[config.mk]
export PLATFORM = sky130hd
export DESIGN_NAME = reg_bank_173
export DESIGN_NICKNAME = d
export VERILOG_FILES = /design/src/rtl/reg_bank_pkg.sv /design/src/rtl/reg_bank_cell.sv /design/src/rtl/reg_bank_173.sv
export SDC_FILE = /design/constraint.sdc
export NUM_CORES = 1
export LEC_CHECK = 0
export CORE_UTILIZATION = 49
export DETAILED_ROUTE_END_ITERATION = 7
export PLACE_DENSITY_LB_ADDON = 0.12
export SYNTH_ARGS = -nofsm -noshare
export SYNTH_HDL_FRONTEND = slang
export SYNTH_SLANG_ARGS = --single-unit
[constraint.sdc]
create_clock -name clk -period 4.9 [get_ports clk]
set_clock_uncertainty 0.2 [all_clocks]
set_input_delay 0.98 -clock clk [delete_from_list [all_inputs] [get_ports clk]]
set_output_delay 0.98 -clock clk [all_outputs]
set_load 0.1 [all_outputs]
[src/rtl/reg_bank_pkg.sv]
// Shared definitions for the reg_bank_173 register bank: operation encoding
// and the select-width helper used to size the wsel/rsel ports.
package reg_bank_pkg;

  localparam int OP_W = 2;

  typedef enum logic [OP_W-1:0] {
    OP_HOLD  = 2'b00,
    OP_LOAD  = 2'b01,
    OP_INC   = 2'b10,
    OP_CLEAR = 2'b11
  } op_e;

  // A single-register bank still needs a one-bit select so out-of-range
  // indices stay representable.
  function automatic int sel_width(input int depth);
    return (depth > 1) ? $clog2(depth) : 1;
  endfunction

endpackage

[src/rtl/reg_bank_cell.sv]
// One WIDTH-bit storage cell of the register bank: op decode, next-value
// computation, async clear, and rollover detection for INC.
module reg_bank_cell
  import reg_bank_pkg::*;
#(
  parameter int WIDTH = 8
) (
  input  logic             clk,
  input  logic             clr_n,
  input  logic             i_we,
  input  op_e              i_op,
  input  logic [WIDTH-1:0] i_d,
  input  logic             i_fwd,
  output logic [WIDTH-1:0] o_rd,
  output logic             o_wrap
);

  logic [WIDTH-1:0] r_val;
  logic [WIDTH-1:0] w_next;

  always_comb begin
    w_next = r_val;
    case (i_op)
      OP_HOLD:  w_next = r_val;
      OP_LOAD:  w_next = i_d;
      OP_INC:   w_next = r_val + WIDTH'(1);
      OP_CLEAR: w_next = '0;
      default:  w_next = r_val;
    endcase
  end

  always_ff @(posedge clk or negedge clr_n) begin
    if (!clr_n) begin
      r_val <= '0;
    end else if (i_we) begin
      r_val <= w_next;
    end
  end

  // i_fwd presents the post-operation value to the read mux (write-through).
  assign o_rd   = i_fwd ? w_next : r_val;
  assign o_wrap = i_we && (i_op == OP_INC) && (&r_val);

endmodule

[src/rtl/reg_bank_173.sv]
// Bank of DEPTH WIDTH-bit registers with hold/load/inc/clear on one selected
// register per cycle and a registered, output-enabled read port.
// Define REG_BANK_BYPASS_EN for write-through reads of the register being written.
module reg_bank_173
  import reg_bank_pkg::*;
#(
  parameter  int WIDTH = 8,
  parameter  int DEPTH = 4,
  localparam int AW    = sel_width(DEPTH)
) (
  input  logic             clk,
  input  logic             clr_n,
  input  logic [OP_W-1:0]  op,
  input  logic [AW-1:0]    wsel,
  input  logic [WIDTH-1:0] d,
  input  logic [AW-1:0]    rsel,
  input  logic             oe,
  output logic [WIDTH-1:0] q,
  output logic             q_valid,
  output logic             wrap
);

  op_e              w_op;
  logic [DEPTH-1:0] w_we;
  logic [DEPTH-1:0] w_fwd;
  logic [DEPTH-1:0] w_wrap;
  logic [WIDTH-1:0] w_cell_rd [DEPTH];
  logic [WIDTH-1:0] w_rd_data;
  logic             w_rd_hit;

  logic [WIDTH-1:0] r_q;
  logic             r_q_valid;
  logic             r_wrap;

  assign w_op = op_e'(op);

  // An out-of-range wsel matches no cell, so the op degrades to HOLD.
  for (genvar gi = 0; gi < DEPTH; gi++) begin : g_cell
    assign w_we[gi] = (wsel == AW'(gi));
`ifdef REG_BANK_BYPASS_EN
    assign w_fwd[gi] = w_we[gi] && (w_op != OP_HOLD);
`else
    assign w_fwd[gi] = 1'b0;
`endif

    reg_bank_cell #(
      .WIDTH (WIDTH)
    ) u_cell (
      .clk    (clk),
      .clr_n  (clr_n),
      .i_we   (w_we[gi]),
      .i_op   (w_op),
      .i_d    (d),
      .i_fwd  (w_fwd[gi]),
      .o_rd   (w_cell_rd[gi]),
      .o_wrap (w_wrap[gi])
    );
  end

  always_comb begin
    w_rd_data = '0;
    w_rd_hit  = 1'b0;
    for (int i = 0; i < DEPTH; i++) begin
      if (rsel == AW'(i)) begin
        w_rd_data = w_cell_rd[i];
        w_rd_hit  = 1'b1;
      end
    end
  end

  // Output stage: zero when disabled so banks can be OR-combined on a bus.
  always_ff @(posedge clk or negedge clr_n) begin
    if (!clr_n) begin
      r_q       <= '0;
      r_q_valid <= 1'b0;
      r_wrap    <= 1'b0;
    end else begin
      r_q       <= (oe && w_rd_hit) ? w_rd_data : '0;
      r_q_valid <= oe && w_rd_hit;
      r_wrap    <= |w_wrap;
    end
  end

  assign q       = r_q;
  assign q_valid = r_q_valid;
  assign wrap    = r_wrap;

endmodule
* After elaboration in Yosys (flattened, before gate mapping) *
Cells that the tools add are included.
W data, S select, Z words.

word-level totals
  register bits after elaboration = 42
  word-level logic and storage cells = 55
  input port bits = 17

cells by class
  reduce and logical (&&, ||, !) cells = 21
  equality and inequality tests = 9
  muxes and demuxes = 13
  $add $sub $neg = 4
  bitwise logic cells = 1

operators with widths
  cell                   number
  $pmux W8 S3            4
  $mux W8                5
  $add A8 B1 Y8 const B  4
  $reduce_and A8 Y1      4
  $eq A2 B2 Y1 const B   6
  $logic_and A1 B1 Y1    9
  $reduce_and A2 Y1      4
  $eq A2 B1 Y1 const B   3
  $logic_not A2 Y1       3
  $mux W1                4
  $reduce_or A4 Y1       1
  $not A1 Y1             1

* Longest topological paths before layout *
  word-level depth = 7
  gate-level depth with buffers = 6
  gate-level depth less buffers = 5

* Cells and area by module *
From an unflattened synthesis, not the netlist that was laid out.

unflattened totals
  cells, all modules = 522
  area total of the unflattened synthesis = 4046.4 sq um

by module, submodules not included
  module         sequential area each (sq um)  area an instance (sq um)  cells each  times used
  reg_bank_cell  200.2                         875.8                     119         4
  reg_bank_173   250.2                         543.0                     46          1

* Worst setup path before layout *
OpenSTA, ideal clock, no wires.

  path kind = input-to-reg
  start = input port rsel[1]
  end = register r_q[5] (netlist: q[5])
  setup time = 0.119 ns
  required time = 4.581 ns
  stages on the path = 3
  data arrival time = 1.839 ns
  setup slack = 2.742 ns
  cell sequence = buf_2 mux4_2 and2_1

between the ends
  longest elaborated chain between the ends = 7
  elaborated cells on any way between the ends = 14
  classes of those cells = eq/ne: 3; mux: 9; reduce/logical: 2

ends and longest elaborated chain
  item                    line                text
  start: declaration      reg_bank_173.sv:16  input logic [AW-1:0] rsel,
  $logic_not A2 Y1        reg_bank_173.sv:64  if (rsel == AW'(i)) begin
  $mux W1 (4 in a row)    reg_bank_173.sv:64
  $logic_and A1 B1 Y1     reg_bank_173.sv:78  r_q <= (oe && w_rd_hit) ? w_rd_data : '0;
  $mux W8 (*)             reg_bank_173.sv:78
  end signal: assignment  reg_bank_173.sv:78
  end: declaration        reg_bank_173.sv:31  logic [WIDTH-1:0] r_q;

Mark *: on every way between the ends. The rest lies on a longest branch, timed or not.
A chain may end at the register's enable or synchronous reset.

* Worst setup path in the final report *
  start = register r_q[0] (netlist: q[0])
  end = output port q[0]

RTL lines
  item              line                text
  end: declaration  reg_bank_173.sv:18  output logic [WIDTH-1:0] q,

No word-level cell between the ends.

==> summary.txt <==
Run status
  • Outcome: completed

Finish
  • Layout net count: 300
  • Most frequent standard cell in the layout excluding fill and tap cells: o21ai_0
  • Antenna Cells: 0
  • Commonest cells after routing, fill and taps aside: o21ai_0 (50), dfrtp_1 (42), nor2_1 (27)
  • Share of final-layout standard cells stronger than drive strength 1: 8.57%
  • Synthesis-to-layout area growth: 15.9%

Timing
  • Worst-Margin Slew: 962 ps
  • Share of the cycle needed by the critical path after routing: 59.8%
  • Setup TNS: 0 ps
  • Endpoints failing hold: 0
  • RSZ-0062 raised after global routing: no
  • Slew HR: 35.7%
  • Tightest hold margin: 357 ps
  • Final period demand of the worst path: 2930 ps
  • Maximum clock frequency: 341 MHz
  • Final setup viols: 0
  • Pins over their slew limit: 0

Global route
  • Vias in the first global route: about 1900
  • GR Overflow Total: 0
  • Pin count of the biggest net entering global routing: 43
  • Total track usage: 23.7%
  • Number of antenna violations at the first check in global routing: 0
  • Global-route wire length before repair: 9.38 mm

Yosys
  • Synthesized cell area: between 2000 and 2500 sq um
  • Post-synth net total: 279
  • Synthesized netlist cell count: 258
  • Asr flop ratio synth: 100%
  • Leading area contributor after synthesis: dfrtp_1
  • Number of enable flip-flop cells after synthesis: 0
  • Share of the synthesized area in the top cell type: a little over two fifths
  • Most used flip-flop cell after synthesis: dfrtp_1
  • Synth area leaders: dfrtp_1 (44%), o21ai_0 (10%), mux4_2 (7.5%)
  • Ys Warns: 0
  • Synth cell types: 32
  • Sequential share of the synthesized area: 43.5%
  • Syn avg cell area: about 9.4 sq um
  • Number of flip-flops and latches in the synthesized netlist: 42

Run
  • Count of max-cap constraint violations: 0

Worst setup path
  • Startpoint Class: flip-flop
  • Kind of cell with the highest combined delay on the critical path: buffers and inverters
  • Critical Path Fanout Max: 1
  • Worst path buffer plus inverter count: 1
  • Maximum single-stage delay on the critical path: roughly 1100 ps
  • Required time of the critical path: 3720 ps
  • Critical Path Slowest Stage Cell: clkdlybuf4s50_1
  • Type of destination of the critical path: primary output
  • Arrival time at the worst endpoint: 1750 ps
  • Cell-by-cell trace of the critical path: clkdlybuf4s50_1
  • Worst Setup Path Type: flip-flop to primary output

Route
  • Post-detailed-route count of antenna-violating nets: 0
  • Average wire per cell in the routed design: 16.0 microns
  • Number of remaining DRC errors: 0
  • Via-to-Cell Ratio: 5.69
  • Drt pass-1 iters: 4
  • Routed wire length: approximately 5.6 mm
  • Violation count after the first detailed-routing iteration: 147
  • Vias post-DR: 1976

CTS
  • # Post-CTS Setup Buffers: 0
  • Post-cts resize count: 0
  • Clock tree from TritonCTS: done
  • Number of clock sinks seen by CTS: 42
  • CTS H-tree lvls: 2
  • Clk pin slew, worst setup/hold paths: 80 ps
  • Number of buffers added to fix hold violations after cts: 0
  • Number of buffers created by CTS: 5
  • Clock Tree Root: clkbuf_8
  • Clock latency reported for the late side of the worst-skew pair: about 290 ps
  • Clk buf depth: 2

Floorplan
  • FP Rows: 25
  • Starting density of the core: between 50 and 60%
  • Die Y: 72.2 microns
  • Top-level port count: 27
  • Std-Cell Core Area: 4720 sq um
  • Full die area: 5220 sq um
  • Die width: 72.2 microns

Placed design
  • Port Buf Inserts: 26
  • Weighted congestion reported at the end of routability-driven placement: ~0.84
  • HPWL Detailed: slightly above 4 mm

Power and ir drop
  • Maximum vdd drop: 0.000173 V
  • Static Leak: 1.18 nW
  • Pwr per Cell Area: approximately 340 nW/um^2

Hold path
  • Path type of the worst min-delay path: flip-flop to flip-flop
==> power by group <==
part	total, mW	switching (mW)	internal [mW]
clock	0.231	0.118	0.114
sequential	0.469	0.0682	0.401
combinational	0.241	0.144	0.0968
==> final cells by class <==
cell class	count	area [sq um]
Clock buffer	7	86.3
Clock inverter	1	5.00
Fill cell	413	1920
Inverter	7	26.3
Multi-Input combinational cell	194	1270
Sequential cell	42	1050
Tap cell	67	83.8
Timing Repair Buffer	29	278
==> through the flow <==
stage / std cells / cell area, sq um / power (mW) / setup slack (ps) / utilization [%]
after floorplan: 258 / 2420 / 0.630 / 2740 / -
after global placement: 339 / 2710 / 0.710 / 1710 / 57.4
after detailed placement: 339 / 2710 / 0.714 / 1660 / 57.4
after CTS: 347 / 2800 / 0.945 / 1950 / 59.3
after global routing: 347 / 2800 / 0.993 / 1820 / 59.3
final: 347 / 2800 / 0.941 / 1970 / 59.3
==> layer usage <==
metal / up-vias / GRT usage, % / share of wire (%)
met5: - / 0 / 0
met3: 7 / 4.17 / 4.2
met1: 945 / 34.7 / 49
li1: 984 / - / -
met4: 0 / 5.45 / 1.1
met2: 40 / 37.0 / 46
==> flip-flops by register name (all words and copies together) (netlist names) <==
signal	cells
q	8
wrap	1
g_cell.u_cell.r_val	32
q_valid	1
==> Yosys cell counts (all sizes together), types with 3 or more instances <==
master and instances:
o21ai 51, dfrtp 42, nor2 27, and2 14
a21boi 11, a21oi 10, buf 10, nand3 9
and3 8, mux4 8, a31oi 7, inv 7
a41oi 6, nand2 6, nand2b 6, clkbuf 5
ha 4, mux2 4, o31a 4, nor2b 3
o22ai 3
==> kinds of logic after synthesis <==
family,share of synthesized area (%)
adder cells (fa/ha/maj),2.07
buffers and inverters,3.94
AO/OA/AOI/OAI,23.6
AND/OR/NAND/NOR,17.2
multiplexers,9.74
flip-flops,43.5
==> worst paths after layout <==
check	start	endpoint	slack, ps	cells after the start
max	q[0]$_DFF_PN0_	q[0]	1970	1
min	g_cell[0].u_cell.r_val[1]$_DFFE_PN0P_	g_cell[0].u_cell.r_val[1]$_DFFE_PN0P_	360	2
max reg2reg	g_cell[3].u_cell.r_val[0]$_DFFE_PN0P_	wrap$_DFF_PN0_	3110	5
min reg2reg	g_cell[0].u_cell.r_val[1]$_DFFE_PN0P_	g_cell[0].u_cell.r_val[1]$_DFFE_PN0P_	360	2
max in group asynchronous	clr_n	g_cell[2].u_cell.r_val[3]$_DFFE_PN0P_	3300	1
min in group asynchronous	clr_n	q_valid$_DFF_PN0_	620	1
Note: power is estimated with default switching activity, not from simulation.
